**config.mk**
```make
export PLATFORM = sky130hd
export DESIGN_NAME = minterm_scanner_flat
export DESIGN_NICKNAME = d
export VERILOG_FILES = /design/src/rtl/minterm_scanner_if.sv /design/src/rtl/minterm_scanner.sv /design/src/flat_wrapper.sv
export SDC_FILE = /design/constraint.sdc
export NUM_CORES = 1
export LEC_CHECK = 0
export BUFFER_PORTS_ARGS = -buffer_cell sky130_fd_sc_hd__buf_2
export CORE_UTILIZATION = 50
export CTS_CLUSTER_SIZE = 30
export DETAILED_ROUTE_END_ITERATION = 12
export GPL_TIMING_DRIVEN = 0
export PLACE_DENSITY = 0.72
export SLEW_MARGIN = 20
export SYNTH_ARGS = -nofsm -noshare
export SYNTH_HDL_FRONTEND = slang
export SYNTH_SLANG_ARGS = --single-unit
```
**constraint.sdc**
```tcl
create_clock -name clk -period 2.8 [get_ports clk]
set_input_delay 0.42 -clock clk [delete_from_list [all_inputs] [get_ports clk]]
set_output_delay 0.42 -clock clk [all_outputs]
set_load 0.1 [all_outputs]
```
**src/rtl/minterm_scanner_if.sv**
```systemverilog
// Minterm stream bundle: the scanner drives valid/index, the consumer drives ready.
interface minterm_scanner_if;
  logic       m_valid;
  logic [3:0] m_index;
  logic       m_ready;

  modport master (output m_valid, output m_index, input m_ready);
  modport slave  (input m_valid, input m_index, output m_ready);
endinterface

```
**src/rtl/minterm_scanner.sv**
```systemverilog
// Truth-table reader for a 4-input function: scans idx 0..15, builds the minterm mask, then streams set indices.
// Optional reference-mask comparison is built only when MINTERM_CHECK_EN is defined.
module minterm_scanner #(
  parameter int SETTLE = 0
`ifdef MINTERM_CHECK_EN
  , parameter logic [15:0] EXPECTED = 16'h08AE
`endif
) (
  input  logic        clk,
  input  logic        reset,
  input  logic        start,
  output logic        x,
  output logic        y,
  output logic        w,
  output logic        z,
  input  logic        s_in,
  output logic        busy,
  output logic        done,
  output logic [15:0] mask,
  output logic [4:0]  count,
  output logic        mismatch,
  minterm_scanner_if.master m
);

  typedef enum logic [1:0] {
    IDLE = 2'd0,
    SCAN = 2'd1,
    EMIT = 2'd2,
    DONE = 2'd3
  } state_t;

  localparam logic [3:0] SETTLE_C = 4'(SETTLE);

  state_t      state_r, state_s;
  logic [3:0]  idx_r, idx_s;
  logic [3:0]  settle_r, settle_s;
  logic [3:0]  ptr_r, ptr_s;
  logic [15:0] mask_r, mask_s;
  logic [4:0]  count_r, count_s;
  logic        m_valid_r, m_valid_s;
  logic [3:0]  m_index_r, m_index_s;
  logic        busy_r, done_r;

  // Next-state and next-value logic for the scan/emit sequencer
  always_comb begin
    state_s  = state_r;
    idx_s    = idx_r;
    settle_s = settle_r;
    ptr_s    = ptr_r;
    mask_s   = mask_r;
    count_s  = count_r;
    case (state_r)
      IDLE: begin
        if (start) begin
          state_s  = SCAN;
          idx_s    = 4'd0;
          settle_s = 4'd0;
          ptr_s    = 4'd0;
          mask_s   = 16'h0000;
          count_s  = 5'd0;
        end else begin
          state_s = IDLE;
        end
      end
      SCAN: begin
        if (settle_r == SETTLE_C) begin
          settle_s       = 4'd0;
          mask_s[idx_r]  = s_in;
          count_s        = count_r + {4'd0, s_in};
          if (idx_r == 4'd15) begin
            idx_s   = 4'd0;
            ptr_s   = 4'd0;
            state_s = EMIT;
          end else begin
            idx_s = idx_r + 4'd1;
          end
        end else begin
          settle_s = settle_r + 4'd1;
        end
      end
      EMIT: begin
        // m_valid_r always mirrors mask_r[ptr_r] here, so empty cells advance unconditionally
        if (!m_valid_r || m.m_ready) begin
          if (ptr_r == 4'd15) begin
            ptr_s   = 4'd0;
            state_s = DONE;
          end else begin
            ptr_s = ptr_r + 4'd1;
          end
        end else begin
          ptr_s = ptr_r;
        end
      end
      DONE: begin
        state_s = IDLE;
      end
      default: begin
        state_s = IDLE;
      end
    endcase
    m_valid_s = (state_s == EMIT) ? mask_s[ptr_s] : 1'b0;
    m_index_s = (state_s == EMIT) ? ptr_s : m_index_r;
  end

  // State and registered outputs
  always_ff @(posedge clk) begin
    if (reset) begin
      state_r   <= IDLE;
      idx_r     <= 4'd0;
      settle_r  <= 4'd0;
      ptr_r     <= 4'd0;
      mask_r    <= 16'h0000;
      count_r   <= 5'd0;
      m_valid_r <= 1'b0;
      m_index_r <= 4'd0;
      busy_r    <= 1'b0;
      done_r    <= 1'b0;
    end else begin
      state_r   <= state_s;
      idx_r     <= idx_s;
      settle_r  <= settle_s;
      ptr_r     <= ptr_s;
      mask_r    <= mask_s;
      count_r   <= count_s;
      m_valid_r <= m_valid_s;
      m_index_r <= m_index_s;
      busy_r    <= (state_s == SCAN) || (state_s == EMIT);
      done_r    <= (state_s == DONE);
    end
  end

`ifdef MINTERM_CHECK_EN
  logic mismatch_r;

  // Reference comparison latched as DONE completes, cleared by the next start
  always_ff @(posedge clk) begin
    if (reset) begin
      mismatch_r <= 1'b0;
    end else if ((state_r == IDLE) && start) begin
      mismatch_r <= 1'b0;
    end else if (state_r == DONE) begin
      mismatch_r <= (mask_r != EXPECTED);
    end else begin
      mismatch_r <= mismatch_r;
    end
  end

  assign mismatch = mismatch_r;
`else
  assign mismatch = 1'b0;
`endif

  // idx_r is forced to 0 outside SCAN, so the stimulus is already zero there
  assign x         = idx_r[3];
  assign y         = idx_r[2];
  assign w         = idx_r[1];
  assign z         = idx_r[0];
  assign busy      = busy_r;
  assign done      = done_r;
  assign mask      = mask_r;
  assign count     = count_r;
  assign m.m_valid = m_valid_r;
  assign m.m_index = m_index_r;

endmodule

```
**src/flat_wrapper.sv**
```systemverilog
// flat-port wrapper written by rule: the top's interface ports become plain ports
module minterm_scanner_flat 
#(
  parameter int SETTLE = 0

)
  (clk, reset, start, x, y, w, z, s_in, busy, done, mask, count, mismatch, m_m_valid, m_m_index, m_m_ready);
  minterm_scanner_if m_i ();
  input  logic clk;
  input  logic reset;
  input  logic start;
  output logic x;
  output logic y;
  output logic w;
  output logic z;
  input  logic s_in;
  output logic busy;
  output logic done;
  output logic [15:0] mask;
  output logic [4:0] count;
  output logic mismatch;
  output wire logic [$bits(m_i.m_valid)-1:0] m_m_valid;
  output wire logic [$bits(m_i.m_index)-1:0] m_m_index;
  input wire logic [$bits(m_i.m_ready)-1:0] m_m_ready;
  assign m_m_valid = m_i.m_valid;
  assign m_m_index = m_i.m_index;
  assign m_i.m_ready = m_m_ready;
  minterm_scanner #(.SETTLE(SETTLE)) u_core (.clk(clk), .reset(reset), .start(start), .x(x), .y(y), .w(w), .z(z), .s_in(s_in), .busy(busy), .done(done), .mask(mask), .count(count), .mismatch(mismatch), .m(m_i));
endmodule
```
==> Implementation_results.wiki <==
{| class="wikitable"
! Metric !! Value
|-
| Outcome || finished, final reports clean
|-
| Synthesized netlist net count || a little under 300
|-
| Max Cap Viol || 0
|-
| Syn Inst Count || roughly 280
|-
| Fmax || approximately 0.40 GHz
|-
| Combinational fraction of design power || approximately 13%
|-
| Worst path slowest cell || sky130_fd_sc_hd__dfxtp_2
|-
| DRC violations left || 0
|-
| Area of all placed cells without fillers || approximately 2700 sq um
|-
| VDD IR-drop max || between 0.2 and 0.25 mV
|-
| Vert. Die Dim || 70.9 microns
|-
| Area post-placement || 2620 sq um
|-
| Fraction of final layout cells with drive strength greater than 1 || a little under a quarter
|-
| Vias/cell || between 5 and 6
|-
| Cell type group with the largest total delay on the critical path || simple AND/OR/NAND/NOR gates
|-
| Simple-Gate Fraction of Synth Area || 25.5%
|-
| Nature of the critical path endpoint || flop
|-
| Final Hold Violating Endpoints || 0
|-
| Switching part of the total power || a little over a quarter
|-
| Avg WL per Cell || 16.2 microns
|-
| Min Tclk post-route || 2520 ps
|-
| Cell type with the largest total area after synthesis || sky130_fd_sc_hd__dfxtp_1
|-
| Max stage delay on crit path || around 420 ps
|-
| Number of buffers and inverters on the critical path || 1
|-
| H-Tree Level Count || 2
|-
| Area overhead of the layout relative to synthesis || 15.5%
|-
| Final weighted congestion of routability-driven global placement || 0.934
|-
| X dimension of the die || roughly 71 microns
|-
| Worst path setup slack after routing || approximately 280 ps
|-
| Slew Limit Headroom || about three fifths
|-
| Area share of xor/xnor cells in the synthesized design || roughly 2.2%
|-
| GR Overflow Total || 0
|-
| Number of flops mapped to enable cells by yosys || 0
|-
| Fraction of registers with async set or reset after synthesis || 0%
|-
| Part of the power in registers || 49.1%
|-
| Setup TNS || 0 ps
|-
| List of cells traversed by the critical path || ha_1, nand4bb_1, o31a_1, o31ai_4, and2_1, buf_2, nor4_1, nor4_1, a211oi_1
|-
| DR iter-0 viols || 156
|-
| Data arrival time of the critical path || around 2700 ps
|-
| Total global routing track utilization || 25.6%
|-
| Count of vias placed by the detailed router || 2,249
|-
| Power density normalized to cell area || about 450 nW/um^2
|-
| Number of antenna violations at the first check in global routing || 0
|-
| Clock Pin Slew Worst Setup and Hold Paths || 80 ps
|-
| Number of buffers added by the clock tree synthesis step || 5
|-
| Number of distinct library cell variants in the gate-level netlist after synthesis || 59
|-
| Syn Area/Cell || 8.54 sq um
|-
| First drt pass iteration count || 6
|-
| Area share of the leading cell type in the synthesized netlist || 35.4%
|-
| Slew at the pin with the worst max-slew slack || 625 ps
|-
| Clock tree from TritonCTS || yes
|-
| Combinational family with the most area after synthesis || simple AND/OR/NAND/NOR gates
|-
| Vias in the first global route || ~2,100
|-
| Most common library cell in the layout ignoring fill and taps || sky130_fd_sc_hd__buf_2
|-
| CP max FO || 8
|-
| Filler cell count in the final layout || 420
|-
| Slew Limit Fails || 0
|-
| Core Rows || 24
|-
| Warning count from the yosys run || 0
|-
| Kind of start point of the critical path || flop
|-
| Post-synthesis adder-cell area fraction || around 7%
|-
| Core outline area || around 4400 sq um
|-
| Mapped Area || between 2000 and 2500 sq um
|-
| Number of clock sinks || 42
|-
| Initial standard-cell utilization of the core || a little over half
|-
| Inserted Diodes || 0
|-
| Detail Route Antenna Nets || 0
|-
| Root Driver || sky130_fd_sc_hd__clkbuf_8
|-
| Hold-fix buffer count after cts || 0
|-
| Required time worst endpoint || 2970 ps
|-
| Setup violators final || 0
|-
| HPWL Detailed || between 4000 and 5000 microns
|-
| I/O Pins || 38
|-
| Cell leakage power || between 0.001 and 0.0015 uW
|-
| Worst min-delay path category || primary input to flop
|-
| Mux share of post-synthesis cell area || 1.32%
|-
| Worst clock skew on the final layout || between 5 and 6 ps
|-
| Post-synthesis sequential area ratio || a little over a third
|-
| Port buffer count || 36
|-
| Clock latency reported for the late side of the worst-skew pair || a little under 300 ps
|-
| Cell with the most instances on the worst path || sky130_fd_sc_hd__nor4_1
|-
| Compound-gate portion of the synthesized area || between 20% and 30%
|-
| Int Pwr || 912 uW
|-
| Final clock period utilization by the worst path || roughly 90%
|-
| Number of flip-flops and latches in the synthesized netlist || 42
|-
| Final routed wirelength across all metal layers || 6090 microns
|-
| Clk pwr share || 38.0%
|-
| Area contributors post-synth || sky130_fd_sc_hd__dfxtp_1 (35%), sky130_fd_sc_hd__ha_1 (6.8%), sky130_fd_sc_hd__nor2_1 (5.1%)
|-
| Commonest cells after routing, fill and taps aside || sky130_fd_sc_hd__buf_2 (42), sky130_fd_sc_hd__dfxtp_1 (40), sky130_fd_sc_hd__nor2_1 (32)
|-
| Path type of the worst setup path || flop to flop
|-
| RSZ-0062 raised after global routing || no
|-
| Switching power total || ~330 uW
|-
| Largest net degree at the start of global routing || 13
|-
| Buffer depth of the longest clock path || 2
|-
| Fin nets || ~340
|-
| Wire length of the first global-routing pass || 9980 microns
|-
| Pre-CTS setup slack || ~320 ps
|-
| Most common flop cell mapped by yosys || sky130_fd_sc_hd__dfxtp_1
|-
| Area enclosed by the die boundary || 5030 sq um
|}
[worst paths after layout]
kind	from	endpoint	slack, ps	depth (start not counted)
max	u_core.idx_r[0]	u_core.m.m_valid	280	9
min	reset	u_core.m.m_valid	450	3
max reg2reg	u_core.idx_r[0]	u_core.m.m_valid	280	9
min reg2reg	u_core.m.m_index[2]	u_core.m.m_index[2]	490	2
[power by group through the flow]
stage,logic [uW],registers (uW),clock network (uW)
floorplan,88.6,657,0
finish,161,609,471
global placement,159,624,0
detailed placement,159,624,0
global route,173,611,499
CTS,160,609,478
[worst min-delay path, stage by stage]
cell and delay (ps):
sky130_fd_sc_hd__buf_2 120, sky130_fd_sc_hd__nand2b_1 110, sky130_fd_sc_hd__a211oi_1 50
[registers in the layout (all words and copies together) (netlist names)]
name              cells
u_core.mask          16
u_core.count          5
u_core.idx_r          4
u_core.m.m_index      4
u_core.ptr_r          4
u_core.settle_r       4
u_core.state_r        2
u_core.busy           1
u_core.done           1
u_core.m.m_valid      1
[layout make-up]
cell class / instances / area (sq um) / area share [%]
plain buffers: 19 / 109 / 3.97
clock buffers: 7 / 76.3 / 2.78
clock inverters: 1 / 30.0 / 1.09
inverters: 6 / 22.5 / 0.821
multi-input cells: 211 / 1400 / 51.1
flip-flops and latches: 42 / 843 / 30.7
well taps: 52 / 65.1 / 2.37
repair buffers: 38 / 195 / 7.11
[synthesized netlist by cell type (all sizes together) (4+ instances only)]
cell type / count
and2: 5
a41oi: 5
and3: 6
dfxtp: 42
nor3: 6
nand4: 6
o21ai: 12
nor2b: 7
clkbuf: 8
a211oi: 10
a21oi: 22
buf: 11
nor4: 4
nand3: 12
inv: 6
nor2: 35
xor2: 5
a31oi: 6
ha: 13
nand2: 17
nand2b: 4
[cells by family (layout without fill, tap and decap cells)]
kind of cell,Yosys count,after routing
and+or+nand+nor,111,111
AOI/OAI and AO/OA,77,77
buffers and inverters,25,71
muxes,3,3
DFF,42,42
other,1,1
xor gates and xnor gates,6,6
adders and majority gates,13,13
[what timing repair did]
action / CTS / global route
gates resized for setup: 0 / 0
buffers inserted: 0 / 2
setup endpoints to repair: 0 / 1
[per-layer routing]
metal	GRT usage, %	vias to the layer above	routed length [microns]
met3	3.85	10	473
li1	-	1108	-
met2	41.0	82	2800
met1	34.7	1049	2740
met4	10.0	0	76
met5	0	-	0
[through the flow]
stage	utilization [%]	total power, uW	hold slack, ps	instances
2_1_floorplan	-	745	514	278
3_3_place_gp	59.0	783	473	366
3_5_place_dp	59.0	783	480	366
4_1_cts	61.4	1250	445	374
5_1_grt	61.7	1280	478	376
6_report	61.7	1240	454	376
No activity file was read; power rests on OpenSTA's default activity.
